## src/rtl/mux_nx1_scan.sv

```systemverilog
// mux_nx1_scan: N-input, W-bit registered multiplexer with valid/ready output.
// Two modes: direct select (external sel picks the channel) and auto-scan
// (internal pointer visits channels round-robin, DWELL samples per channel).
// All outputs come straight from flops; reset is synchronous, active-low.
module mux_nx1_scan #(
    parameter  int N     = 8,
    parameter  int W     = 1,
    parameter  int DWELL = 1,
    localparam int SELW  = $clog2(N)
) (
    input  logic            clk,
    input  logic            rst_n,
    input  logic            enable,
    input  logic            mode,
    input  logic [N*W-1:0]  a,
    input  logic [SELW-1:0] sel,
    output logic [W-1:0]    y,
    output logic            y_valid,
    input  logic            y_ready,
    output logic [SELW-1:0] ch,
    output logic            wrap
);

    // Width of the dwell counter; at least one bit even when DWELL is 1.
    localparam int DCW = (DWELL > 1) ? $clog2(DWELL) : 1;

    // Channel pick; an index outside 0..N-1 yields zero.
    function automatic logic [W-1:0] pick(input logic [N*W-1:0] bus,
                                          input logic [SELW-1:0] idx);
        logic [W-1:0] r;
        r = '0;
        for (int k = 0; k < N; k++) begin
            if (idx == SELW'(k)) begin
                r = bus[k*W +: W];
            end else begin
                r = r;
            end
        end
        return r;
    endfunction

    logic [W-1:0]    y_r,      y_nxt_s;
    logic            valid_r,  valid_nxt_s;
    logic [SELW-1:0] ch_r,     ch_nxt_s;
    logic            wrap_r,   wrap_nxt_s;
    logic [SELW-1:0] ptr_r,    ptr_nxt_s;
    logic [DCW-1:0]  dcnt_r,   dcnt_nxt_s;
    logic            mode_q_r;

    logic            ld_s;
    logic            entry_s;
    logic [SELW-1:0] eff_ptr_s;
    logic [DCW-1:0]  eff_dcnt_s;

    // Load when the output slot is empty or being drained this cycle.
    assign ld_s       = !valid_r || y_ready;
    // Scan entry: the scan state is treated as freshly cleared this cycle.
    assign entry_s    = mode && !mode_q_r;
    assign eff_ptr_s  = entry_s ? '0 : ptr_r;
    assign eff_dcnt_s = entry_s ? '0 : dcnt_r;

    // Next-state for the output register and the scan pointer / dwell count.
    always_comb begin
        y_nxt_s     = y_r;
        valid_nxt_s = valid_r;
        ch_nxt_s    = ch_r;
        wrap_nxt_s  = wrap_r;
        ptr_nxt_s   = eff_ptr_s;
        dcnt_nxt_s  = eff_dcnt_s;
        if (ld_s) begin
            if (!enable) begin
                y_nxt_s     = '0;
                valid_nxt_s = 1'b0;
                wrap_nxt_s  = 1'b0;
            end else if (!mode) begin
                y_nxt_s     = pick(a, sel);
                ch_nxt_s    = sel;
                wrap_nxt_s  = 1'b0;
                valid_nxt_s = 1'b1;
            end else begin
                y_nxt_s     = pick(a, eff_ptr_s);
                ch_nxt_s    = eff_ptr_s;
                valid_nxt_s = 1'b1;
                if (eff_dcnt_s == DCW'(DWELL - 1)) begin
                    dcnt_nxt_s = '0;
                    if (eff_ptr_s == SELW'(N - 1)) begin
                        ptr_nxt_s  = '0;
                        wrap_nxt_s = 1'b1;
                    end else begin
                        ptr_nxt_s  = eff_ptr_s + SELW'(1);
                        wrap_nxt_s = 1'b0;
                    end
                end else begin
                    dcnt_nxt_s = eff_dcnt_s + DCW'(1);
                    wrap_nxt_s = 1'b0;
                end
            end
        end else begin
            y_nxt_s = y_r;
        end
    end

    // State register with synchronous active-low reset; mode_q tracks mode every cycle.
    always_ff @(posedge clk) begin
        if (!rst_n) begin
            y_r      <= '0;
            valid_r  <= 1'b0;
            ch_r     <= '0;
            wrap_r   <= 1'b0;
            ptr_r    <= '0;
            dcnt_r   <= '0;
            mode_q_r <= 1'b0;
        end else begin
            y_r      <= y_nxt_s;
            valid_r  <= valid_nxt_s;
            ch_r     <= ch_nxt_s;
            wrap_r   <= wrap_nxt_s;
            ptr_r    <= ptr_nxt_s;
            dcnt_r   <= dcnt_nxt_s;
            mode_q_r <= mode;
        end
    end

    assign y       = y_r;
    assign y_valid = valid_r;
    assign ch      = ch_r;
    assign wrap    = wrap_r;

endmodule

```

## config.mk

```make
export PLATFORM = sky130hd
export DESIGN_NAME = mux_nx1_scan
export DESIGN_NICKNAME = d
export VERILOG_FILES = /design/src/rtl/mux_nx1_scan.sv
export SDC_FILE = /design/constraint.sdc
export NUM_CORES = 1
export LEC_CHECK = 0
export CAP_MARGIN = 20
export CORE_MARGIN = 5
export CORE_UTILIZATION = 49
export CTS_CLUSTER_DIAMETER = 60
export DETAILED_ROUTE_END_ITERATION = 10
export GPL_ROUTABILITY_DRIVEN = 0
export PLACE_DENSITY_LB_ADDON = 0.25
export SLEW_MARGIN = 40
export SYNTH_ARGS = -nofsm -noshare
export SYNTH_HDL_FRONTEND = slang
export SYNTH_SLANG_ARGS = --single-unit
```

## constraint.sdc

```tcl
create_clock -name clk -period 4.4 [get_ports clk]
set_input_delay 0.66 -clock clk [delete_from_list [all_inputs] [get_ports clk]]
set_output_delay 0.66 -clock clk [all_outputs]
set_load 0.005 [all_outputs]
```

==> impl_metrics.env, run 1 <==
export IMPL_dieHeight_um=48.91
export IMPL_drtAntennaViolNets=0
export IMPL_mappedNetlistNets=100
export IMPL_avgRoutedWirePerCell_um=14.35
export IMPL_synth_seq_area_share=0.2968
export IMPL_die_area_um2=2392
export IMPL_cts_sinks=11
export IMPL_ys_warn_count=0
export IMPL_yosys_top_cells_area="dfxtp_1 (30%), ha_1 (10%), mux2i_1 (6.7%)"
export IMPL_tightest_slew_ns=0.6522
export IMPL_firstDrtPassIters=4
export IMPL_yosysTopAreaCellShare=0.2968
export IMPL_cp_max_fo=13
export IMPL_reg2reg_to="y"
export IMPL_ir_drop_mv=0.1875
export IMPL_rsz0062_at_grt="false"
export IMPL_crit_type="input port to flop"
export IMPL_hold_viol_final=0
export IMPL_dr_max_layer_used="met4"
export IMPL_cp_endpoint="y"
export IMPL_vias_per_cell=5.655
export IMPL_io_pins=22
export IMPL_leakagePower_nw=0.4289
export IMPL_fmax_mhz=347.3
export IMPL_cts_clk_slew_worst_paths_ns=0.08
export IMPL_post_cts_buffers=0
export IMPL_synth_distinct_cells=32
export IMPL_wl_met1_um=713
export IMPL_cp_data_required_time_ns=4.59
export IMPL_arrival_ns=3.07
export IMPL_reg2reg_slack_ns=2.25
export IMPL_finalSetupViolCount=0
export IMPL_post_synth_cell_area_avg_um2=9.512
export IMPL_die_x_um=48.91
export IMPL_syn_area_um2=742.0
export IMPL_overflow=0
export IMPL_hpwl_um=1295
export IMPL_clockRootBuffer="clkbuf_4"
export IMPL_drv_cap=0
export IMPL_setup_tns_ns=0
export IMPL_numCtsBuffers=3
export IMPL_powerDensity_nw_per_um2=239.5
export IMPL_antenna_cells=0
export IMPL_cp_start_kind="input port"
export IMPL_dr_total_vias=656
export IMPL_area_delta_synth_final_pct=30.35
export IMPL_fin_crit_sh=0.6544
export IMPL_met3_wirelength_um=99
export IMPL_grt_pass1_vias=650
export IMPL_crit_start="mode"
export IMPL_yosysTopAreaCell="dfxtp_1"
export IMPL_grt_pass1_wl_um=2911
export IMPL_met2_length_um=799
export IMPL_drt_total_wl_um=1665
export IMPL_cts_hold_buf=0
export IMPL_synth_seq_cells=11
export IMPL_grt_max_degree=14
export IMPL_cts_resized=0
export IMPL_drt_initial_drc_count=10
export IMPL_syn_instance_count=78
export IMPL_port_buffers=21
export IMPL_nNetsFinal=123
export IMPL_drc_errors=0
export IMPL_track_usage=0.1577
export IMPL_postLayoutCoreUtil=0.6573
export IMPL_cts_path_max_buffers=2
export IMPL_h_tree_depth=1
export IMPL_insertion_delay_ns=0.28
export IMPL_fp_coreArea_um2=1471
export IMPL_antenna_found_initial=0
export IMPL_cts_tree="yes"
export IMPL_rr_worst_depth=9
export IMPL_critPathCaptureType="flop"
export IMPL_min_period_ns=2.879
export IMPL_slew_headroom=0.5643
export IMPL_drv_slew=0
export IMPL_outcome="complete, no violations"
export IMPL_drive_gt1_frac=0.1000
export IMPL_initial_core_util=0.5043
export IMPL_r2r_start="mode_q_r"
export IMPL_skew_ns=0.008253
export IMPL_hold_path_class="flop to flop"
export IMPL_rows=14
cell families after synthesis:
group / count (synthesis) / share of synthesized area
mux: 7 / 0.1282
flops: 11 / 0.2968
simple gates: 30 / 0.2260
compound gates: 15 / 0.1686
buf+inv: 8 / 0.06746
xor+xnor: 1 / 0.01181
fa+ha+maj: 6 / 0.1012
worst min path at each step:
stage                       from      to  slack, ns  cells past startpoint
after global placement      wrap    wrap       0.46                      2
final                       wrap    wrap       0.48                      2
after global routing      dcnt_r  dcnt_r       0.52                      1
after detailed placement  dcnt_r  dcnt_r       0.47                      1
after floorplan           dcnt_r  dcnt_r       0.45                      1
after CTS                   wrap    wrap       0.49                      2
final cells by class:
class | count | area (um^2)
Tap cell | 16 | 20.02
Timing Repair Buffer | 21 | 210.2
Clock buffer | 4 | 26.28
Inverter | 5 | 18.77
Multi-Input combinational cell | 59 | 471.7
Fill cell | 131 | 504.2
Sequential cell | 11 | 220.2
synthesized netlist by cell type, drive strengths merged:
library cell / n
dfxtp: 11
nand2: 9
ha: 6
inv: 5
mux2i: 5
nand3: 5
nand2b: 4
nor2b: 4
and2: 3
clkbuf: 3
o211a: 3
and3: 2
mux4: 2
nor2: 2
o21ai: 2
a211oi: 1
a21boi: 1
a21oi: 1
a221o: 1
a221oi: 1
a222oi: 1
a31oi: 1
nand4: 1
o211ai: 1
o21a: 1
o2bb2ai: 1
xnor2: 1
through the flow:
step	cells	setup WS [ns]	power (mW)	hold slack (ns)	instance area, um^2
floorplan	78	2.256	0.1364	0.4529	742.0
global placement	112	1.352	0.1604	0.4563	940.9
detailed placement	112	1.264	0.1614	0.4730	940.9
CTS	116	1.544	0.2333	0.4866	967.2
global route	116	1.284	0.2458	0.5189	967.2
finish	116	1.521	0.2316	0.4777	967.2
worst max-delay path, cell delays in order:
cell and delay [ns]:
clkdlybuf4s50_1 0.74, nand2b_2 0.15, nand2_1 0.15, inv_1 0.10
ha_1 0.30, nor2b_1 0.16, o2bb2ai_1 0.12, o21ai_0 0.10
a221o_1 0.31, a222oi_1 0.29
cells in the final DEF (no fill, tap or decap), drive strengths merged, types with 2 or more instances in the layout:
cell type	netlist	routed
nand3	5	5
ha	6	6
inv	5	5
nor2	2	2
o21ai	2	2
and3	2	2
clkdlybuf4s50	0	21
nand2	9	9
nand2b	4	4
and2	3	3
clkbuf	3	4
mux2i	5	5
mux4	2	2
o211a	3	3
dfxtp	11	11
nor2b	4	4
flip-flops by register name (all words and copies together), names as in the netlist:
register	flops
y	1
ptr_r	3
mode_q_r	1
dcnt_r	1
ch	3
y_valid	1
wrap	1
layer usage:
| layer | GRT usage | up-vias |
|---|---|---|
| li1 | - | 324 |
| met1 | 0.1685 | 314 |
| met2 | 0.2478 | 13 |
| met3 | 0.05810 | 5 |
| met4 | 0.1211 | 0 |
| met5 | 0 | - |
report_power, final:
group	switching, mW	internal [mW]
combinational	0.0210	0.0319
clock	0.0370	0.0353
sequential	0.00242	0.104
(Power assumes the default switching activity.)
==> run 2, diff against run 1 <==
--- a/config.mk
+++ b/config.mk
@@ -7,7 +7,7 @@
 export LEC_CHECK = 0
 export CAP_MARGIN = 20
 export CORE_MARGIN = 5
-export CORE_UTILIZATION = 49
+export CORE_UTILIZATION = 41
 export CTS_CLUSTER_DIAMETER = 60
 export DETAILED_ROUTE_END_ITERATION = 10
 export GPL_ROUTABILITY_DRIVEN = 0
==> constraint.sdc (replaced) <==
create_clock -name clk -period 2.3 [get_ports clk]
set_input_delay 0.345 -clock clk [delete_from_list [all_inputs] [get_ports clk]]
set_output_delay 0.345 -clock clk [all_outputs]
set_load 0.005 [all_outputs]
==> run 2 against run 1 <==
Clock-buffer cell count is 1 lower; sequential share of layout area is 2.0 points lower; sequential cell count unchanged; combinational power rose by 110%; critical path depth did not move; global-route usage decreased by 1.3 points; non-clock buffer count grew 11; final cell count increased by 17%; routed wire length rose by 1.7%; core utilization down 4.2 points; via count increased by 2.1%; critical endpoint unchanged; largest cell class unchanged; largest power group unchanged.
==> impl_metrics.env, run 2 (same netlist as run 1, synthesis figures left out) <==
export IMPL_cts_clk_slew_worst_paths_ns=0.07
export IMPL_overflow=0
export IMPL_finalSetupViolCount=0
export IMPL_drtAntennaViolNets=0
export IMPL_powerDensity_nw_per_um2=418.5
export IMPL_initial_core_util=0.4297
export IMPL_final_common_cell="clkdlybuf4s50_1"
export IMPL_port_buffers=21
export IMPL_fp_coreArea_um2=1727
export IMPL_fillers=157
export IMPL_power_switching_mw=0.1127
export IMPL_cts_resized=0
export IMPL_drt_total_wl_um=1693
export IMPL_place_ws_ns=-0.1459
export IMPL_cts_sinks=11
export IMPL_antenna_cells=0
export IMPL_hold_path_class="flop to flop"
export IMPL_die_x_um=52.54
export IMPL_path_buf_inv=2
export IMPL_drv_slew=0
export IMPL_grt_pass1_wl_um=2973
export IMPL_vias_per_cell=4.926
export IMPL_total_power_mw=0.4446
export IMPL_drt_initial_drc_count=9
export IMPL_leakagePower_nw=0.4851
export IMPL_area_delta_synth_final_pct=43.17
export IMPL_arrival_ns=2.35
export IMPL_swShare=0.2536
export IMPL_dieHeight_um=52.54
export IMPL_pwr_share_clk=0.295
export IMPL_rsz0062_at_grt="false"
export IMPL_cts_hold_buf=0
export IMPL_internal_power_mw=0.3318
export IMPL_hold_viol_final=0
export IMPL_skew_ns=0.008022
export IMPL_dr_total_vias=670
export IMPL_critPathTopFamily="compound AO/OA/AOI/OAI gates"
export IMPL_grt_pass1_vias=675
export IMPL_nNetsFinal=134
export IMPL_ir_drop_mv=0.3743
export IMPL_pwr_share_seq=0.458
export IMPL_cp_max_fo=5
export IMPL_fin_cells=136
export IMPL_critPathCaptureType="flop"
export IMPL_min_period_ns=2.186
export IMPL_insertion_delay_ns=0.27
export IMPL_cp_start_kind="input port"
export IMPL_crit_path_max_incr_delay_ns=0.49
export IMPL_antenna_found_initial=0
export IMPL_hpwl_um=1407
export IMPL_cts_path_max_buffers=2
export IMPL_cp_data_required_time_ns=2.46
export IMPL_critical_path_cell_chain="clkdlybuf4s50_1, nand2b_2, nand2_1, inv_1, ha_1, nor2b_1, o2bb2ai_1, o21ai_0, a221o_1, a222oi_1"
export IMPL_cts_tree="yes"
export IMPL_fmax_mhz=457.4
export IMPL_die_area_um2=2760
export IMPL_final_setup_worst_slack_ns=0.1140
export IMPL_drv_cap=0
export IMPL_crit_type="input port to flop"
export IMPL_slew_headroom=0.8323
export IMPL_clockRootBuffer="clkbuf_4"
export IMPL_drc_errors=0
export IMPL_h_tree_depth=1
export IMPL_drive_gt1_frac=0.1982
export IMPL_post_cts_buffers=0
export IMPL_io_pins=22
export IMPL_outcome="complete, no violations"
export IMPL_layout_common_cells="clkdlybuf4s50_1 (21), dfxtp_1 (11), buf_4 (11), nand2_1 (9), ha_1 (6)"
export IMPL_power_frac_comb=0.247
export IMPL_firstDrtPassIters=4
export IMPL_grt_max_degree=13
export IMPL_track_usage=0.1450
export IMPL_numCtsBuffers=3
export IMPL_rows=15
export IMPL_crit_slowest_cell="clkdlybuf4s50_1"
export IMPL_tightest_slew_ns=0.2516
export IMPL_fin_crit_sh=0.9505
export IMPL_dp_cells=132
export IMPL_avgRoutedWirePerCell_um=12.45
==> run 2: cell count changes in the layout (fill, tap and decap cells not counted) <==
cell,delta
clkbuf_1,-1
buf_4,+11
clkinv_2,+1
==> run 2: power by group through the flow <==
stage	registers (mW)	logic, mW	clock network (mW)
6_report	0.204	0.110	0.131
5_1_grt	0.205	0.119	0.153
4_1_cts	0.204	0.111	0.140
3_5_place_dp	0.208	0.111	0
3_3_place_gp	0.208	0.109	0
2_1_floorplan	0.208	0.0529	0
==> run 2: path summary, 6_finish.rpt <==
path / endpoint / slack, ns / depth (start not counted) / start
setup reg to reg: y / 0.23 / 9 / mode_q_r
setup / recovery: y / 0.11 / 10 / mode
hold / removal: wrap / 0.46 / 2 / wrap
hold reg to reg: wrap / 0.46 / 2 / wrap
==> run 2: per-stage QoR <==
| step | cell area [um^2] | hold WS (ns) | TNS (ns) | util |
|---|---|---|---|---|
| 5_1_grt | 1062 | 0.4999 | 0 | 0.6152 |
| 4_1_cts | 1062 | 0.4650 | 0 | 0.6152 |
| 3_5_place_dp | 1035 | 0.4571 | -0.1459 | 0.5993 |
| 3_3_place_gp | 1035 | 0.4516 | -0.1069 | 0.5993 |
| 6_report | 1062 | 0.4597 | 0 | 0.6152 |
| 2_1_floorplan | 742.0 | 0.4529 | 0 | - |
==> run 2: area by class of cell <==
cell class | count | area (um^2) | share of cell area
multi-input combinational | 59 | 471.7 | 0.4441
timing repair buffer | 32 | 292.8 | 0.2756
sequential | 11 | 220.2 | 0.2073
tap | 25 | 31.28 | 0.02945
clock buffer | 3 | 22.52 | 0.02120
inverter | 5 | 18.77 | 0.01767
clock inverter | 1 | 5.005 | 0.004711
==> run 2: tightest hold or removal path, cell delays in order (launching register included) <==
cell,delay (ns)
dfxtp_1,0.31
nand2_1,0.05
a21boi_0,0.06
==> run 2: routing by layer <==
| metal | up-vias | global-route usage | share of wire |
|---|---|---|---|
| met5 | - | 0 | 0 |
| met4 | 0 | 0.01277 | 0 |
| met3 | 0 | 0.05698 | 0.057 |
| met2 | 15 | 0.2645 | 0.54 |
| met1 | 307 | 0.1626 | 0.40 |
| li1 | 348 | - | - |
==> run 3, diff against run 2 <==
--- a/config.mk
+++ b/config.mk
@@ -11,7 +11,7 @@
 export CTS_CLUSTER_DIAMETER = 60
 export DETAILED_ROUTE_END_ITERATION = 10
 export GPL_ROUTABILITY_DRIVEN = 0
-export PLACE_DENSITY_LB_ADDON = 0.25
+export PLACE_DENSITY_LB_ADDON = 0.2
 export SLEW_MARGIN = 40
 export SYNTH_ARGS = -nofsm -noshare
 export SYNTH_HDL_FRONTEND = slang
==> run 3 against run 2 <==
Highest routed layer is now met4; sequential cell count did not move; final area rose by 0.24%; sequential power barely moved; sequential share of layout area hardly changed.
==> impl_metrics.env, run 3 (same netlist as run 1, synthesis figures left out) <==
export IMPL_powerDensity_nw_per_um2=418.6
export IMPL_rows=15
export IMPL_reg2reg_slack_ns=0.32
export IMPL_crit_start="mode"
export IMPL_track_usage=0.1385
export IMPL_final_setup_worst_slack_ns=0.1957
export IMPL_cts_path_max_buffers=2
export IMPL_dieHeight_um=52.54
export IMPL_fillers=155
export IMPL_outcome="complete, no violations"
export IMPL_die_x_um=52.54
export IMPL_numCtsBuffers=3
export IMPL_antenna_found_initial=0
export IMPL_avgRoutedWirePerCell_um=12.64
export IMPL_crit_type="input port to flop"
export IMPL_dr_total_vias=697
export IMPL_min_period_ns=2.104
export IMPL_cts_tree="yes"
export IMPL_cp_endpoint="y"
export IMPL_drt_initial_drc_count=14
export IMPL_drive_gt1_frac=0.2072
export IMPL_slew_headroom=0.8307
export IMPL_grt_pass1_wl_um=2835
export IMPL_h_tree_depth=1
export IMPL_drc_errors=0
export IMPL_leakagePower_nw=0.4840
export IMPL_setup_tns_ns=0
export IMPL_drt_total_wl_um=1719
export IMPL_overflow=0
export IMPL_fp_coreArea_um2=1727
export IMPL_vias_per_cell=5.125
export IMPL_cts_hold_buf=0
export IMPL_hold_path_class="flop to flop"
export IMPL_cp_data_required_time_ns=2.47
export IMPL_r2r_start="mode_q_r"
export IMPL_cts_sinks=11
export IMPL_cts_clk_slew_worst_paths_ns=0.07
export IMPL_final_common_cell="clkdlybuf4s50_1"
export IMPL_initial_core_util=0.4297
export IMPL_rr_worst_depth=9
export IMPL_finalSetupViolCount=0
export IMPL_grt_max_degree=13
export IMPL_fin_crit_sh=0.9149
export IMPL_drv_cap=0
export IMPL_tightest_slew_ns=0.2539
export IMPL_grt_pass1_vias=678
export IMPL_postLayoutCoreUtil=0.6167
export IMPL_firstDrtPassIters=4
export IMPL_hpwl_um=1374
export IMPL_cp_max_fo=5
export IMPL_hold_viol_final=0
export IMPL_fmax_mhz=475.2
export IMPL_critPathCaptureType="flop"
export IMPL_reg2reg_to="y"
export IMPL_antenna_cells=0
export IMPL_layout_common_cells="clkdlybuf4s50_1 (21), dfxtp_1 (11), buf_4 (11), nand2_1 (9)"
export IMPL_area_delta_synth_final_pct=43.51
export IMPL_arrival_ns=2.27
export IMPL_ir_drop_mv=0.3297
export IMPL_drtAntennaViolNets=0
export IMPL_insertion_delay_ns=0.27
export IMPL_clockRootBuffer="clkbuf_4"
export IMPL_die_area_um2=2760
export IMPL_port_buffers=21
export IMPL_skew_ns=0.003540
export IMPL_drv_slew=0
export IMPL_rsz0062_at_grt="false"
export IMPL_nNetsFinal=134
export IMPL_cp_start_kind="input port"
export IMPL_io_pins=22
export IMPL_place_ws_ns=-0.1445
## run 3: report_power, final
part | switching [mW] | internal [mW] | leakage (nW)
logic | 0.0416 | 0.0688 | 0.376
registers | 0.00466 | 0.199 | 0.0902
clock network | 0.0673 | 0.0644 | 0.0177
total | 0.114 | 0.332 | 0.484
## run 3: layout make-up
type,instances,area [um^2],area share
clock buffer,3,22.52,0.02115
clock inverter,1,5.005,0.004700
inverter,5,18.77,0.01763
multi-input combinational,59,474.2,0.4454
sequential,11,220.2,0.2068
tap,25,31.28,0.02938
timing repair buffer,32,292.8,0.2750
## run 3: what timing repair did
action | in CTS | in global routing
buffers inserted | 0 | 0
setup endpoints to repair | 0 | 1
resized for setup | 0 | 1
## run 3: stage by stage
step	total power, mW	cells	hold slack, ns	cell area, um^2
global route	0.4742	136	0.4966	1065
CTS	0.4544	136	0.4703	1062
floorplan	0.2610	78	0.4529	742.0
global placement	0.3169	132	0.4495	1035
detailed placement	0.3182	132	0.4595	1035
finish	0.4457	136	0.4630	1065
## run 3: critical path: stages
cell and delay [ns]:
clkdlybuf4s50_1 0.49, nand2b_2 0.08, nand2_1 0.09, inv_1 0.07, ha_2 0.23, nor2b_1 0.14
o2bb2ai_1 0.12, o21ai_0 0.10, a221o_1 0.30, a222oi_1 0.30
## run 3: worst min path at each step
| stage | depth (start not counted) | from | slack, ns | to |
|---|---|---|---|---|
| 2_1_floorplan | 1 | dcnt_r | 0.45 | dcnt_r |
| 3_3_place_gp | 2 | wrap | 0.45 | wrap |
| 3_5_place_dp | 2 | wrap | 0.46 | wrap |
| 4_1_cts | 2 | wrap | 0.47 | wrap |
| 5_1_grt | 2 | wrap | 0.50 | wrap |
| 6_report | 2 | wrap | 0.46 | wrap |
## run 3: metal layers
metal	track usage	wire length (um)
met5	0	0
met3	0.05413	109
met1	0.1522	728
met2	0.2438	872
met4	0.03830	9
